**src/rtl/uart_frame_loader_if.sv**
```systemverilog
// Receiver-facing byte strobe plus the loader's memory-write and status outputs.
// master: the frame loader itself; slave: the surrounding design.
interface uart_frame_loader_if #(
  parameter int ADDR_W = 8
);
  logic              rx_done_tick;
  logic [7:0]        rx_data;
  logic              mem_we;
  logic [ADDR_W-1:0] mem_addr;
  logic [7:0]        mem_wdata;
  logic [7:0]        cmd;
  logic              frame_done;
  logic              frame_err;
  logic [1:0]        err_code;
  logic              busy;

  modport master (
    input  rx_done_tick, rx_data,
    output mem_we, mem_addr, mem_wdata, cmd, frame_done, frame_err, err_code, busy
  );

  modport slave (
    output rx_done_tick, rx_data,
    input  mem_we, mem_addr, mem_wdata, cmd, frame_done, frame_err, err_code, busy
  );
endinterface

```
**src/rtl/uart_frame_loader.sv**
```systemverilog
// Framed-packet parser behind a UART receiver:
// SYNC, CMD, ADDR, LEN, payload[LEN], CHK (XOR of everything after SYNC).
// Payload bytes are streamed straight to memory; an inter-byte timeout
// returns the parser to hunting for SYNC when the line stalls mid-frame.
module uart_frame_loader #(
  parameter logic [7:0] SYNC_BYTE    = 8'hA5,
  parameter int         ADDR_W       = 8,
  parameter int         MAX_LEN      = 64,
  parameter int         TIMEOUT_CLKS = 4000
) (
  input logic               clk,
  input logic               reset,
  uart_frame_loader_if.master bus
);
  localparam logic [2:0] S_SYNC = 3'd0;
  localparam logic [2:0] S_CMD  = 3'd1;
  localparam logic [2:0] S_ADDR = 3'd2;
  localparam logic [2:0] S_LEN  = 3'd3;
  localparam logic [2:0] S_DATA = 3'd4;
  localparam logic [2:0] S_CHK  = 3'd5;

  localparam int              TW       = $clog2(TIMEOUT_CLKS);
  localparam logic [TW-1:0]   TMO_LAST = TW'(TIMEOUT_CLKS - 1);
  localparam logic [7:0]      MAX_L    = 8'(MAX_LEN);

  logic [2:0]        state;
  logic [7:0]        cmd_lat;
  logic [7:0]        csum;
  logic [ADDR_W-1:0] ptr;
  logic [7:0]        remain;
  logic [TW-1:0]     tmo;

  // Frame parser: bytes always take priority over an expiring timeout.
  // busy is kept as a register that mirrors (state != S_SYNC) so every
  // output comes straight from a flop.
  always_ff @(posedge clk or posedge reset) begin
    if (reset) begin
      state          <= S_SYNC;
      cmd_lat        <= '0;
      csum           <= '0;
      ptr            <= '0;
      remain         <= '0;
      tmo            <= '0;
      bus.mem_we     <= 1'b0;
      bus.mem_addr   <= '0;
      bus.mem_wdata  <= '0;
      bus.cmd        <= '0;
      bus.frame_done <= 1'b0;
      bus.frame_err  <= 1'b0;
      bus.err_code   <= '0;
      bus.busy       <= 1'b0;
    end else begin
      bus.mem_we     <= 1'b0;
      bus.frame_done <= 1'b0;
      bus.frame_err  <= 1'b0;
      if (bus.rx_done_tick) begin
        tmo <= '0;
        case (state)
          S_SYNC: begin
            if (bus.rx_data == SYNC_BYTE) begin
              state    <= S_CMD;
              bus.busy <= 1'b1;
              csum     <= '0;
            end
          end
          S_CMD: begin
            cmd_lat <= bus.rx_data;
            csum    <= bus.rx_data;
            state   <= S_ADDR;
          end
          S_ADDR: begin
            ptr   <= bus.rx_data[ADDR_W-1:0];
            csum  <= csum ^ bus.rx_data;
            state <= S_LEN;
          end
          S_LEN: begin
            csum <= csum ^ bus.rx_data;
            if (bus.rx_data > MAX_L) begin
              bus.frame_err <= 1'b1;
              bus.err_code  <= 2'd2;
              state         <= S_SYNC;
              bus.busy      <= 1'b0;
            end else if (bus.rx_data == 8'd0) begin
              state <= S_CHK;
            end else begin
              remain <= bus.rx_data;
              state  <= S_DATA;
            end
          end
          S_DATA: begin
            bus.mem_we    <= 1'b1;
            bus.mem_addr  <= ptr;
            bus.mem_wdata <= bus.rx_data;
            ptr           <= ptr + 1'b1;
            csum          <= csum ^ bus.rx_data;
            remain        <= remain - 8'd1;
            if (remain == 8'd1) state <= S_CHK;
          end
          S_CHK: begin
            if (bus.rx_data == csum) begin
              bus.frame_done <= 1'b1;
              bus.cmd        <= cmd_lat;
            end else begin
              bus.frame_err <= 1'b1;
              bus.err_code  <= 2'd1;
            end
            state    <= S_SYNC;
            bus.busy <= 1'b0;
          end
          default: begin
            state    <= S_SYNC;
            bus.busy <= 1'b0;
          end
        endcase
      end else if (bus.busy) begin
        if (tmo == TMO_LAST) begin
          bus.frame_err <= 1'b1;
          bus.err_code  <= 2'd3;
          state         <= S_SYNC;
          bus.busy      <= 1'b0;
          tmo           <= '0;
        end else begin
          tmo <= tmo + 1'b1;
        end
      end
    end
  end
endmodule
```
**src/flat_wrapper.sv**
```systemverilog
// flat-port wrapper written by rule: the top's interface ports become plain ports
module uart_frame_loader_flat 
#(
  parameter logic [7:0] SYNC_BYTE    = 8'hA5,
  parameter int         ADDR_W       = 8,
  parameter int         MAX_LEN      = 64,
  parameter int         TIMEOUT_CLKS = 4000
)
  (clk, reset, bus_rx_done_tick, bus_rx_data, bus_mem_we, bus_mem_addr, bus_mem_wdata, bus_cmd, bus_frame_done, bus_frame_err, bus_err_code, bus_busy);
  uart_frame_loader_if #(.ADDR_W(ADDR_W)) bus_i ();
  input logic clk;
  input logic reset;
  input wire logic [$bits(bus_i.rx_done_tick)-1:0] bus_rx_done_tick;
  input wire logic [$bits(bus_i.rx_data)-1:0] bus_rx_data;
  output wire logic [$bits(bus_i.mem_we)-1:0] bus_mem_we;
  output wire logic [$bits(bus_i.mem_addr)-1:0] bus_mem_addr;
  output wire logic [$bits(bus_i.mem_wdata)-1:0] bus_mem_wdata;
  output wire logic [$bits(bus_i.cmd)-1:0] bus_cmd;
  output wire logic [$bits(bus_i.frame_done)-1:0] bus_frame_done;
  output wire logic [$bits(bus_i.frame_err)-1:0] bus_frame_err;
  output wire logic [$bits(bus_i.err_code)-1:0] bus_err_code;
  output wire logic [$bits(bus_i.busy)-1:0] bus_busy;
  assign bus_i.rx_done_tick = bus_rx_done_tick;
  assign bus_i.rx_data = bus_rx_data;
  assign bus_mem_we = bus_i.mem_we;
  assign bus_mem_addr = bus_i.mem_addr;
  assign bus_mem_wdata = bus_i.mem_wdata;
  assign bus_cmd = bus_i.cmd;
  assign bus_frame_done = bus_i.frame_done;
  assign bus_frame_err = bus_i.frame_err;
  assign bus_err_code = bus_i.err_code;
  assign bus_busy = bus_i.busy;
  uart_frame_loader #(.SYNC_BYTE(SYNC_BYTE), .ADDR_W(ADDR_W), .MAX_LEN(MAX_LEN), .TIMEOUT_CLKS(TIMEOUT_CLKS)) u_core (.clk(clk), .reset(reset), .bus(bus_i));
endmodule
```
**config.mk**
```make
export PLATFORM = sky130hd
export DESIGN_NAME = uart_frame_loader_flat
export DESIGN_NICKNAME = d
export VERILOG_FILES = /design/src/rtl/uart_frame_loader_if.sv /design/src/rtl/uart_frame_loader.sv /design/src/flat_wrapper.sv
export SDC_FILE = /design/constraint.sdc
export NUM_CORES = 1
export LEC_CHECK = 0
export CELL_PAD_IN_SITES_DETAIL_PLACEMENT = 1
export CELL_PAD_IN_SITES_GLOBAL_PLACEMENT = 1
export CORE_MARGIN = 10
export CORE_UTILIZATION = 41
export CTS_BUF_LIST = sky130_fd_sc_hd__clkbuf_2 sky130_fd_sc_hd__clkbuf_4 sky130_fd_sc_hd__clkbuf_8
export CTS_CLUSTER_SIZE = 24
export DETAILED_ROUTE_END_ITERATION = 16
export HOLD_SLACK_MARGIN = 0.08
export PLACE_DENSITY_LB_ADDON = 0.3
export RECOVER_POWER = 25
export SYNTH_ARGS = -nofsm -noshare
export SYNTH_HDL_FRONTEND = slang
export SYNTH_SLANG_ARGS = --single-unit
```
**constraint.sdc**
```tcl
create_clock -name clk -period 2.1 [get_ports clk]
set_clock_uncertainty 0.15 [all_clocks]
set_input_delay 0.21 -clock clk [delete_from_list [all_inputs] [get_ports clk]]
set_output_delay 0.21 -clock clk [all_outputs]
set_load 0.01 [all_outputs]
```
# Word level (Yosys, flattened, before mapping)
# Cells that the tools add are included.
dict set report totals {
  reg_bits 77
  in_bits 11
  word_cells 95
  out_inout_bits 30
}
dict set report classes {
  bitwise 1
  n_lt_le_gt_ge 1
  n_eq_ne 18
  reduce_logical 18
  mux 40
  addsub 3
}
# operator count
set op_table {}
lappend op_table {{$mux 12} 3}
lappend op_table {{$pmux 8 s2} 2}
lappend op_table {{$mux 8} 3}
lappend op_table {{$pmux 8 s3} 1}
lappend op_table {{$mux 3} 6}
lappend op_table {{$mux 1} 16}
lappend op_table {{$pmux 3 s5} 1}
lappend op_table {{$add 12x1->12 const B} 1}
lappend op_table {{$eq 12x12->1 const B} 1}
lappend op_table {{$mux 2} 5}
lappend op_table {{$ne 3x2->1 const B} 3}
lappend op_table {{$reduce_and 3->1} 3}
lappend op_table {{$add 8x1->8 const B} 1}
lappend op_table {{$eq 8x1->1 const B} 1}
lappend op_table {{$eq 8x8->1} 1}
lappend op_table {{$eq 8x8->1 const B} 1}
lappend op_table {{$gt 8x7->1 const B} 1}
lappend op_table {{$logic_not 8->1} 1}
lappend op_table {{$reduce_and 4->1} 2}
lappend op_table {{$reduce_bool 2->1} 4}
lappend op_table {{$sub 8x1->8 const B} 1}
lappend op_table {{$xor 8x8->8} 1}
lappend op_table {{$eq 3x2->1 const B} 2}
lappend op_table {{$eq 3x3->1 const B} 2}
lappend op_table {{13 further kinds} 18}

# Logic depth before layout (Yosys ltp)
dict set report logic_depth {
  word_depth 5
  depth_mapped 8
  ltp_nobuf 5
}

# Least setup slack after synthesis
# Ideal clock, no wire load.
dict set report synth_timing {
  path_type {register -> register}
  startpoint {register u_core.state[1]}
  endpoint {register u_core.remain[1]}
  setup_ps 125
  slack_ps 188
  stages_incl_launch_ff 7
  t_arrival_ps 1637
  path_cell_list {dfrtp_1 -> buf_2 -> and4bb_2 -> a32oi_4 -> and2_4 -> buf_6 -> mux2_4}
}
dict set report synth_via {
  elab_chain_len 3
  elab_cells_between_ends 7
  classes_between {eq/ne: 4; mux: 1; reduce/logical: 2}
}
# item line_no
set synth_lines {}
lappend synth_lines {{start, declared} uart_frame_loader.sv:26} ;# logic [2:0] state;
lappend synth_lines {{start signal, assigned} uart_frame_loader.sv:38} ;# state <= S_SYNC;
lappend synth_lines {{start signal, assigned} uart_frame_loader.sv:61} ;# state <= S_CMD;
lappend synth_lines {{start signal, assigned} uart_frame_loader.sv:69} ;# state <= S_ADDR;
lappend synth_lines {{$eq 3x2->1 / $eq 3x3->1 (equally long branches)} uart_frame_loader.sv:58} ;# case (state)
lappend synth_lines {{$ne 2x2->1 (no line) / $reduce_bool 2->1 (equally long branches)} -}
lappend synth_lines {{$reduce_and 4->1 (no line)} -}
lappend synth_lines {{end signal, assigned} uart_frame_loader.sv:86} ;# remain <= bus.rx_data;
lappend synth_lines {{end signal, assigned} uart_frame_loader.sv:96} ;# remain <= remain - 8'd1;
lappend synth_lines {{end, declared} uart_frame_loader.sv:30} ;# logic [7:0] remain;
# Parallel ways exist; a longest one is shown, timed or not.
# A chain may end at the register's enable or synchronous reset.

# Worst setup path after layout
dict set report layout_timing {
  startpoint {register u_core.state[0]}
  endpoint {register u_core.ptr[6]}
}
dict set report layout_via {
  elab_chain_len 3
  elab_cells_between_ends 5
  classes_between {eq/ne: 2; mux: 1; reduce/logical: 2}
}
# item line_no
set layout_lines {}
lappend layout_lines {{$eq 3x2->1 / $eq 3x3->1 (equally long branches)} uart_frame_loader.sv:58}
lappend layout_lines {{$reduce_bool 2->1 (no line)} -}
lappend layout_lines {{$reduce_and 2->1 (no line)} -}
lappend layout_lines {{end signal, assigned} uart_frame_loader.sv:72} ;# ptr <= bus.rx_data[ADDR_W-1:0];
lappend layout_lines {{end signal, assigned} uart_frame_loader.sv:94} ;# ptr <= ptr + 1'b1;
lappend layout_lines {{end, declared} uart_frame_loader.sv:29} ;# logic [ADDR_W-1:0] ptr;
# Parallel ways exist; a longest one is shown, timed or not.

==> metrics.md <==
| Metric | Value |
|---|---|
| Post-CTS setup repair buffer count | `0` |
| Outcome | `completed` |
| Input/output buffers | `40` |
| Cell count along the critical path | `6` |
| CTS H-Tree Depth | `3` |
| Synthesized area per cell | `9.443 um^2` |
| CTS tree | `built` |
| Final Util | `53.79%` |
| Vias | `3620` |
| CP Max Fanout | `16` |
| Library cell used as clock root buffer | `sky130_fd_sc_hd__clkbuf_8` |
| Number of cells after detailed placement | `637` |
| Worst Path Arrival | `2.13 ns` |
| Max Clk Rate | `0.5093 GHz` |
| Die width | `120.9 um` |
| GPL Wtd Cong | `0.7991` |
| Startpoint types | `flop` |
| Count of cells along the worst register-to-register path | `6` |
| CP Data Required Time | `2.27 ns` |
| Power per standard cell area | `916.4 mW/mm^2` |
| Flip-flop and latch count after synthesis | `77` |
| Static leakage | `2.409 nW` |
| Maximum capacitance violations | `0` |
| Setup Viol. Count Final | `0` |
| Worst reg2reg path endpoint | `u_core.ptr[6]` |
| Initial Util | `42.31%` |
| Number of distinct library cells after synthesis | `66` |
| Yosys warns | `0` |
| Number of antenna repair diodes | `0` |
| Share of the yosys chip area belonging to registers | `46.16%` |
| Final worst-path cycle share | `93.50%` |
| Post-DRT Antenna Nets | `0` |
| Net count after synthesis | `457` |
| Synthesized instance count | `442` |
| Number of hold-slack violations in the final timing report | `0` |
| Worst vdd rail ir drop | `371.9 uV` |
| Number of primary I/O pins | `41` |
| Most instantiated flip-flop cell in the synthesis netlist | `sky130_fd_sc_hd__dfrtp_1` |
| Number of optimization iterations in the first detailed-route pass | `4` |
| Core footprint | `0.009864 mm^2` |
| Hold path startpoint | `u_core.bus.mem_wdata[7]` |
| Final nets | `530` |
| CTS Sinks | `77` |
| WL/cell | `18.91 um` |
| Antenna violations before repair | `0` |
| DR iter-0 viols | `310` |
| Dominant delay contributor by cell family on the critical path | `simple AND/OR/NAND/NOR gates` |
| Beginning of the worst register-to-register path | `u_core.state[0]` |
| Minimum setup slack among reg-to-reg paths | `0.14 ns` |
| Min cycle time layout | `1.964 ns` |
| Hold EP | `u_core.bus.mem_wdata[7]` |
| Wire length of the first global-routing pass | `20490 um` |
| Largest net degree at the start of global routing | `78` |
| Slew at the pin closest to its max-slew limit | `1.083 ns` |
| Total Die Area | `0.01462 mm^2` |
| Synthesized area | `0.004174 mm^2` |
| Post-layout instance count excluding filler cells | `653` |
| RSZ-0062 raised after global routing | `no` |
| Number of enable flip-flop cells after synthesis | `0` |
| Area growth from synthesis to final layout | `27.13%` |
| HPWL after detailed placement | `8707 um` |
| Cell at the slowest stage of the critical path | `sky130_fd_sc_hd__nor3b_2` |
| Final routed wirelength across all metal layers | `12350 um` |
| Path type of the worst setup path | `reg2reg` |
| Count of final max-slew check failures | `0` |
| Worst-case clock buffer depth | `2` |
| Async SR Flop Fraction | `100.0%` |
| TritonCTS buffer count | `9` |
| Routed vias/inst | `5.544` |
| Crit end category | `flop` |
| Global-route usage over all layers | `17.36%` |
| Maximum single-stage delay on the critical path | `0.46 ns` |
| Sum of buffers and inverters on the critical path | `2` |
| Number of cells traversed by the worst hold path | `2` |
| Rel. slew slack | `27.80%` |
| Clock latency on the worst-skew pair | `0.37 ns` |
| Fraction of layout cells with a size suffix above 1 | `19.23%` |
| Worst hold path class | `reg2reg` |
| Row count | `36` |
| Chain of cells forming the critical path | `buf_4 -> nor3b_2 -> buf_12 -> nand3_1 -> o31ai_1 -> a22o_1` |
| Vert. Die Dim | `120.9 um` |
| Via count of the first global-routing pass | `3992` |
| Total grt overflow | `0` |
| # hold bufs at CTS | `0` |
| CTS clock-pin slew for the worst setup and hold paths | `0.09 ns` |
| Number of remaining DRC errors | `0` |
==> final cells by class <==
cell class / instances / area [um^2]
fillers: 1107 / 4558
multi-input cells: 323 / 2051
flip-flops and latches: 77 / 1927
repair buffers: 95 / 879.6
well taps: 133 / 166.4
clock buffers: 9 / 123.9
clock inverters: 7 / 121.4
inverters: 9 / 37.54
==> stage by stage <==
stage / area, um^2 / hold WS, ns / power, mW / worst slack [ns] / TNS [ns]
floorplan: 4178 / 0.2739 / 2.939 / 0.1883 / 0
global placement: 5062 / 0.3049 / 3.355 / -0.1906 / -3.452
detailed placement: 5062 / 0.3139 / 3.450 / -0.2570 / -4.853
CTS: 5308 / 0.1753 / 4.870 / 0.06677 / 0
global route: 5306 / 0.3534 / 5.151 / 0.01178 / 0
finish: 5306 / 0.3304 / 4.863 / 0.1364 / 0
==> kinds of logic after synthesis <==
| group | share of synthesized area, % |
|---|---|
| AND/OR/NAND/NOR | 23.89 |
| AO/OA/AOI/OAI | 17.96 |
| flip-flops | 46.16 |
| buffers and inverters | 5.006 |
| XOR/XNOR | 2.728 |
| multiplexers | 3.057 |
| adder cells (fa/ha/maj) | 1.199 |
==> state kept, by name, indices dropped and copies added, names as in the netlist, 2 cells and up <==
register / flops
u_core.tmo: 12
u_core.bus.cmd: 8
u_core.bus.mem_addr: 8
u_core.bus.mem_wdata: 8
u_core.cmd_lat: 8
u_core.csum: 8
u_core.ptr: 8
u_core.remain: 8
u_core.state: 3
u_core.bus.err_code: 2
==> cell usage in the layout (no fill, tap or decap), types with 3 or more instances in the layout <==
cell / instances
sky130_fd_sc_hd__nor3b_2: 3
sky130_fd_sc_hd__xor2_1: 4
sky130_fd_sc_hd__clkbuf_8: 9
sky130_fd_sc_hd__bufinv_16: 3
sky130_fd_sc_hd__and3_1: 9
sky130_fd_sc_hd__or3_1: 8
sky130_fd_sc_hd__o21ai_0: 22
sky130_fd_sc_hd__o32ai_1: 3
sky130_fd_sc_hd__dfrtp_1: 77
sky130_fd_sc_hd__nand2_1: 93
sky130_fd_sc_hd__nor2_1: 17
sky130_fd_sc_hd__buf_12: 5
sky130_fd_sc_hd__nand3_1: 11
sky130_fd_sc_hd__a31oi_1: 7
sky130_fd_sc_hd__buf_4: 48
sky130_fd_sc_hd__a21oi_1: 23
sky130_fd_sc_hd__and4_1: 3
sky130_fd_sc_hd__nand4_1: 5
sky130_fd_sc_hd__nand2b_1: 9
sky130_fd_sc_hd__a221o_1: 5
sky130_fd_sc_hd__nor2b_1: 4
sky130_fd_sc_hd__o211ai_1: 5
sky130_fd_sc_hd__o2bb2ai_1: 4
sky130_fd_sc_hd__nor3_1: 4
sky130_fd_sc_hd__and3b_1: 3
sky130_fd_sc_hd__clkdlybuf4s50_1: 39
sky130_fd_sc_hd__ha_1: 4
sky130_fd_sc_hd__a22o_1: 10
sky130_fd_sc_hd__mux2_2: 10
sky130_fd_sc_hd__xnor2_1: 9
sky130_fd_sc_hd__o31ai_1: 4
sky130_fd_sc_hd__nand4b_1: 3
sky130_fd_sc_hd__inv_1: 8
==> synth_stat cells (all sizes together), types with 6 or more instances <==
master  instances  area [um^2]
buf            23        137.6
nor3            6        46.30
nand2b          9        56.30
a31oi           7        43.79
nor2           17        63.81
a22o           10        87.58
xnor2           9        78.83
a21oi          24        123.9
nand3          11        55.05
mux2           11        127.6
nand2          93        349.1
clkbuf         10        37.54
dfrtp          77         1927
inv             9        33.78
and3            9        56.30
o21ai          22        110.1
or3             8        50.05
==> worst max path at each step <==
stage                    startpoint                to  slack [ns]
floorplan           u_core.state[1]  u_core.remain[1]        0.19
global placement     bus_rx_data[5]    u_core.csum[1]       -0.19
detailed placement   bus_rx_data[5]    u_core.csum[1]       -0.26
CTS                 u_core.state[0]   u_core.state[0]        0.07
global route        u_core.state[0]   u_core.state[0]        0.01
finish              u_core.state[0]     u_core.ptr[6]        0.14
==> routing by layer <==
metal	part of all wire (%)	track usage (%)	vias up	wire length [um]
li1	-	-	1719	-
met5	0	0	-	0
met2	51	30.61	58	6329
met4	1.4	6.184	0	176
met1	44	20.72	1828	5390
met3	3.7	2.932	15	452
==> report_power, final <==
group	total, mW	switching, mW	internal [mW]
clock network	1.41	0.609	0.797
logic	1.42	0.750	0.667
registers	2.04	0.277	1.76
total	4.86	1.64	3.23
==> what timing repair did <==
| action | CTS | global route |
|---|---|---|
| gates resized for setup | 0 | 2 |
| hold endpoints to repair | 0 | 0 |
| endpoints found under the setup margin | 0 | 5 |
==> worst reg2reg max path, cell delays in order, from the launching register on <==
cell and delay, ns:
sky130_fd_sc_hd__dfrtp_1 0.41, sky130_fd_sc_hd__buf_4 0.19, sky130_fd_sc_hd__nor3b_2 0.46, sky130_fd_sc_hd__buf_12 0.21, sky130_fd_sc_hd__nand3_1 0.11, sky130_fd_sc_hd__o31ai_1 0.24
sky130_fd_sc_hd__a22o_1 0.16
No activity file was read; power rests on OpenSTA's default activity.
